==> config.mk <==
export PLATFORM = sky130hd
export DESIGN_NAME = maxpool_ctrl
export DESIGN_NICKNAME = d
export VERILOG_FILES = /design/src/rtl/maxpool_pkg.sv /design/src/rtl/maxpool_wrap_cnt.sv /design/src/rtl/maxpool_ctrl.sv
export SDC_FILE = /design/constraint.sdc
export NUM_CORES = 1
export LEC_CHECK = 0
export ABC_AREA = 1
export BUFFER_PORTS_ARGS = -buffer_cell sky130_fd_sc_hd__clkbuf_2
export CORE_ASPECT_RATIO = 1.25
export CORE_MARGIN = 5
export CORE_UTILIZATION = 58
export DETAILED_ROUTE_END_ITERATION = 10
export PLACE_DENSITY = 0.84
export SETUP_SLACK_MARGIN = 0.2
export SYNTH_ARGS = -nofsm -noshare
export SYNTH_HDL_FRONTEND = slang
export SYNTH_HIERARCHICAL = 1
export SYNTH_SLANG_ARGS = --single-unit
==> constraint.sdc <==
create_clock -name iCLK -period 4.51 [get_ports iCLK]
set_input_delay 1.353 -clock iCLK [delete_from_list [all_inputs] [get_ports iCLK]]
set_output_delay 1.353 -clock iCLK [all_outputs]
set_load 0.05 [all_outputs]
==> src/rtl/maxpool_pkg.sv <==
// ============================================================================
// Module      : maxpool_pkg
// Description : Shared state encoding and frame-size constants for the
//               2x2 stride-2 max-pooling sequencer.
// Revision    : 1.0 - initial release
// ============================================================================
`default_nettype none

package maxpool_pkg;

    localparam int c_DEFAULT_COLS = 30;
    localparam int c_DEFAULT_ROWS = 30;
    localparam int c_DEFAULT_POOL_SIZE = (c_DEFAULT_ROWS / 2) * (c_DEFAULT_COLS / 2);

    typedef enum logic [2:0] {
        IDLE  = 3'd0,
        CLEAR = 3'd1,
        RUN   = 3'd2,
        DRAIN = 3'd3,
        DONE  = 3'd4
    } state_t;

endpackage

`default_nettype wire

==> src/rtl/maxpool_wrap_cnt.sv <==
// ============================================================================
// Module      : maxpool_wrap_cnt
// Description : Modulo-MOD counter with enable, synchronous clear and a wrap
//               strobe that is high when an enabled count rolls over.
// Revision    : 1.0 - initial release
// ============================================================================
`default_nettype none

module maxpool_wrap_cnt #(
    parameter int W   = 5,
    parameter int MOD = 30
) (
    input  logic         iCLK,
    input  logic         iRST,
    input  logic         iEN,
    input  logic         iCLR,
    output logic [W-1:0] oCNT,
    output logic         oWRAP
);

    localparam logic [W-1:0] c_LAST = W'(MOD - 1);

    assign oWRAP = iEN && (oCNT == c_LAST);

    always_ff @(posedge iCLK or posedge iRST) begin
        if (iRST) begin
            oCNT <= '0;
        end else if (iCLR) begin
            oCNT <= '0;
        end else if (iEN) begin
            oCNT <= oWRAP ? '0 : oCNT + W'(1);
        end
    end

endmodule

`default_nettype wire

==> src/rtl/maxpool_ctrl.sv <==
// ============================================================================
// Module      : maxpool_ctrl
// Description : Frame sequencer for the 2x2 stride-2 binary max-pool line
//               buffer. Optional MAXPOOL_CTRL_ERR_EN builds the sticky oERR.
// Revision    : 1.0 - initial release
// ============================================================================
`default_nettype none

module maxpool_ctrl
    import maxpool_pkg::*;
#(
    parameter int COLS = c_DEFAULT_COLS,
    parameter int ROWS = c_DEFAULT_ROWS,
    parameter int CW   = 5,
    parameter int RW   = 5,
    parameter int OW   = 8
) (
    input  logic          iCLK,
    input  logic          iRST,
    input  logic          iSTART,
    input  logic          iVALID,
    output logic          oREADY,
    output logic          oSR_EN,
    output logic          oSR_CLR,
    output logic [CW-1:0] oCOL,
    output logic [RW-1:0] oROW,
    output logic          oPOOL_VALID,
    input  logic          iPOOL_READY,
    output logic [OW-1:0] oOUT_IDX,
    output logic          oBUSY,
    output logic          oDONE,
    output logic          oERR
);

    state_t          r_state;
    logic            r_poolValid;
    logic [OW-1:0]   r_outIdx;
    logic            r_srClr;
    logic            r_done;
    logic            r_busy;

    logic            w_xfer;
    logic            w_poolTake;
    logic            w_windowDone;
    logic            w_colWrap;
    logic            w_rowWrap;
    logic            w_cntClr;

    // Stall the stream while a pooled result is pending so the window is not shifted away.
    assign oREADY       = (r_state == RUN) && !(r_poolValid && !iPOOL_READY);
    assign w_xfer       = iVALID && oREADY;
    assign w_poolTake   = r_poolValid && iPOOL_READY;
    assign w_windowDone = w_xfer && oCOL[0] && oROW[0];
    assign w_cntClr     = (r_state == CLEAR);

    assign oSR_EN      = w_xfer;
    assign oSR_CLR     = r_srClr;
    assign oPOOL_VALID = r_poolValid;
    assign oOUT_IDX    = r_outIdx;
    assign oBUSY       = r_busy;
    assign oDONE       = r_done;

    maxpool_wrap_cnt #(.W(CW), .MOD(COLS)) u_colCnt (
        .iCLK  (iCLK),
        .iRST  (iRST),
        .iEN   (w_xfer),
        .iCLR  (w_cntClr),
        .oCNT  (oCOL),
        .oWRAP (w_colWrap)
    );

    maxpool_wrap_cnt #(.W(RW), .MOD(ROWS)) u_rowCnt (
        .iCLK  (iCLK),
        .iRST  (iRST),
        .iEN   (w_colWrap),
        .iCLR  (w_cntClr),
        .oCNT  (oROW),
        .oWRAP (w_rowWrap)
    );

    always_ff @(posedge iCLK or posedge iRST) begin
        if (iRST) begin
            r_state     <= IDLE;
            r_poolValid <= 1'b0;
            r_outIdx    <= '0;
            r_srClr     <= 1'b0;
            r_done      <= 1'b0;
            r_busy      <= 1'b0;
        end else begin
            r_srClr <= 1'b0;
            r_done  <= 1'b0;

            // A completing window wins over a simultaneous take: the flag stays set.
            if (w_windowDone) begin
                r_poolValid <= 1'b1;
            end else if (w_poolTake) begin
                r_poolValid <= 1'b0;
            end
            if (w_poolTake) begin
                r_outIdx <= r_outIdx + OW'(1);
            end

            case (r_state)
                IDLE: begin
                    if (iSTART) begin
                        r_state <= CLEAR;
                        r_srClr <= 1'b1;
                        r_busy  <= 1'b1;
                    end
                end
                CLEAR: r_state <= RUN;
                RUN: begin
                    if (w_rowWrap) begin
                        r_state <= DRAIN;
                    end
                end
                DRAIN: begin
                    if (!r_poolValid || iPOOL_READY) begin
                        r_state <= DONE;
                        r_done  <= 1'b1;
                    end
                end
                DONE: begin
                    r_outIdx <= '0;
                    r_busy   <= 1'b0;
                    r_state  <= IDLE;
                end
                default: r_state <= IDLE;
            endcase
        end
    end

`ifdef MAXPOOL_CTRL_ERR_EN
    logic r_idleValid;
    logic r_err;

    always_ff @(posedge iCLK or posedge iRST) begin
        if (iRST) begin
            r_idleValid <= 1'b0;
            r_err       <= 1'b0;
        end else begin
            r_idleValid <= (r_state == IDLE) && iVALID;
            if ((iSTART && r_busy) || ((r_state == IDLE) && iVALID && r_idleValid)) begin
                r_err <= 1'b1;
            end
        end
    end

    assign oERR = r_err;
`else
    assign oERR = 1'b0;
`endif

endmodule

`default_nettype wire

==> impl_metrics.csv <==
group,metric,value,unit
worst_setup_path,crit_type,"in -> out",
detailed_routing,drtAntennaViolNets,0,
final_layout,syn2layout_area_growth,13.7,%
placement,gp_congestion,0.804,
detailed_routing,drc,0,
worst_setup_path,worst-path-max-fanout,6,
grt,grt_max_degree,16,
detailed_routing,vias,1262,
grt,grt_pass1_wl,4.95,mm
pwr,clock_power_share,12.3,%
pwr,p_switching,0.409,mW
timing,worst_pin_slew,0.573,ns
placement,place_ws,0.839,ns
final_layout,drive_gt1_share,24.0,%
grt,grt_pass1_vias,1260,
clocking,clock-sinks,25,
clocking,postCtsSetupRepairBufs,0,
placement,dp_hpwl,2.20,mm
pwr,irDropWorstVdd,0.000360,V
run,cap_viol_max_count,0,
worst_setup_path,crit_slowest_cell,"nor3_1",
pwr,sequentialPowerShare,39.2,%
floorplanning,initial_utilization,60.2,%
timing,hold_viol,0,
worst_setup_path,rrSetupSlack,2.33,ns
pwr,power_leakage,0.944,nW
synth,yosysWarnings,6,
worst_setup_path,critPathMostFrequentCell,"clkbuf_2",
worst_setup_path,end_kind,"output pin",
worst_setup_path,slowest_delay,0.39,ns
timing,rsz0062_at_grt,"false",
synth,seq_area_frac_synth,42.8,%
detailed_routing,wl_per_cell,11.0,µm
placement,placed_cell_area,1640,µm²
worst_setup_path,cp_top_family,"buffers and inverters",
detailed_routing,drt_wl_total,2.78,mm
timing,setup_viol,0,
final_layout,design_area,1660,µm²
final_layout,final_cell_mix,"43 x nand2_1, 36 x inv_1, 28 x clkbuf_2",
pwr,total_power,0.806,mW
detailed_routing,drt_iter0_drc,31,
clocking,cts_made_buffers,3,
grt,grtUsageMet2,30.9,%
clocking,tritoncts,"built",
synth,ys_ff_latch,25,
worst_setup_path,path_cells,"clkbuf_2, nor2_4, nor3_1, clkbuf_2",
timing,finalSetupTns,0,ns
timing,skew,0.00764,ns
timing,fin_crit_sh,81.5,%
timing,setup_ws,0.836,ns
clocking,cts_hold_buf,0,
detailed_routing,drt-pass1-iter-count,4,
floorplanning,io_pins,30,
grt,antenna_found_initial,0,
worst_setup_path,worst_setup_path_start_kind,"input pin",
grt,grtUsageTotal,17.8,%
synth,postSynthCellCount,190,
pwr,p_per_area,485,nW/µm²
synth,syn_area,1460,µm²
clocking,clkTransAtPathRegs,0.13,ns
final_layout,layout.nets,232,
synth,synth.distinct_cells,23,
placement,numPortBuffers,28,
synth,syn_area_per_cell,7.69,µm²
min_path,min-delay-path-class,"reg -> reg",
grt,grt_util_met3,2.48,%
worst_setup_path,cp.required,3.16,ns
clocking,htreeDepth,1,
detailed_routing,viasPerCell,4.97,
synth,synth_nets,200,
floorplanning,dieArea,3630,µm²
worst_setup_path,worstPathArrival,2.32,ns
grt,grt_busiest_layer,"met2",
pwr,p_sw_share,50.7,%
worst_setup_path,critical_path_buf_inv_count,2,
floorplanning,core_area,2430,µm²
timing,max_freq,0.272,GHz
pwr,combPwrFrac,48.5,%
clocking,clockBufferDepth,2,
final_layout,layout.cells.most_common,"nand2_1",
grt,gr-total-overflow,0,
floorplanning,std_cell_rows,20,
floorplanning,die_h,66.1,µm
run_status,status,"complete, no violations",
clocking,post_cts_resize_count,0,
grt,grt_use_met1,22.0,%
timing,layout_min_cycle_time,3.67,ns
clocking,cts_root_buffer,"clkbuf_4",
final_layout,diodes,0,
timing,slew_viol_final,0,
clocking,clk_latency,0.31,ns
pwr,p_int,0.397,mW
timing,slew_headroom,61.8,%
floorplanning,dieWidth,54.9,µm
==> worst reg2reg max path, delay by kind of cell (launching register included) <==
kind	cells	cell delay, ns
buf+inv	1	0.05
flops	1	0.47
simple gates	10	1.57
==> metal layers <==
layer	part of all wire, %	wire (µm)
met1	45	1260
met2	50	1380
met3	4.0	112
met4	0.97	27
met5	0	0
==> area by class of cell <==
class,instances,area [µm²]
clock buffers,4,26.3
well taps,33,41.3
fillers,226,766
flip-flops and latches,25,626
multi-input cells,126,686
inverters,38,143
repair buffers,28,140
==> power by group through the flow <==
stage | Combinational [mW] | Clock (mW) | Sequential [mW]
floorplan | 0.208 | 0 | 0.416
detailed placement | 0.392 | 0 | 0.320
global placement | 0.385 | 0 | 0.319
global route | 0.430 | 0.110 | 0.325
CTS | 0.393 | 0.103 | 0.316
finish | 0.391 | 0.0992 | 0.316
==> cell families after synthesis <==
kind of cell | count (synthesis) | share of synthesized area, %
buf+inv | 39 | 10.3
flops | 25 | 42.8
simple gates | 105 | 36.4
fa+ha+maj | 5 | 4.28
other cells | 1 | 0.257
compound gates | 15 | 5.99
==> sequential cells by signal, summed over array words and instances (netlist names) <==
register,count
oBUSY,1
oDONE,1
oOUT_IDX,8
oPOOL_VALID,1
oSR_CLR,1
r_state,3
u_colCnt/oCNT,5
u_rowCnt/oCNT,5
==> cells in the mapped netlist, drive strengths merged <==
| cell type | number | area, µm² |
|---|---|---|
| inv | 38 | 143 |
| o21bai | 1 | 7.51 |
| nand2 | 47 | 201 |
| conb | 1 | 3.75 |
| buf | 1 | 7.51 |
| nand3 | 16 | 100 |
| o31ai | 1 | 7.51 |
| nor2 | 31 | 161 |
| dfrtp | 25 | 626 |
| and3 | 1 | 6.26 |
| nor3 | 3 | 15.0 |
| a21oi | 5 | 25.0 |
| o21ai | 6 | 30.0 |
| a21o | 2 | 17.5 |
| nand4 | 4 | 25.0 |
| ha | 5 | 62.6 |
| nand3b | 3 | 22.5 |
==> through the flow <==
step | std cells | util [%] | hold WS, ns
floorplan | 190 | - | 0.529
global placement | 250 | 67.4 | 0.459
detailed placement | 250 | 67.4 | 0.478
CTS | 254 | 68.5 | 0.509
global route | 254 | 68.5 | 0.530
finish | 254 | 68.5 | 0.501
==> final timing paths <==
check | to | start | cells after the start
setup / recovery | oSR_EN | iPOOL_READY | 4
hold / removal | oBUSY | oBUSY | 2
setup reg to reg | r_state[1] | r_state[2] | 11
hold reg to reg | oBUSY | oBUSY | 2
max in group asynchronous | oBUSY | iRST | 2
min in group asynchronous | u_colCnt/oCNT[1] | iRST | 2
Note: power is estimated with default switching activity, not from simulation.
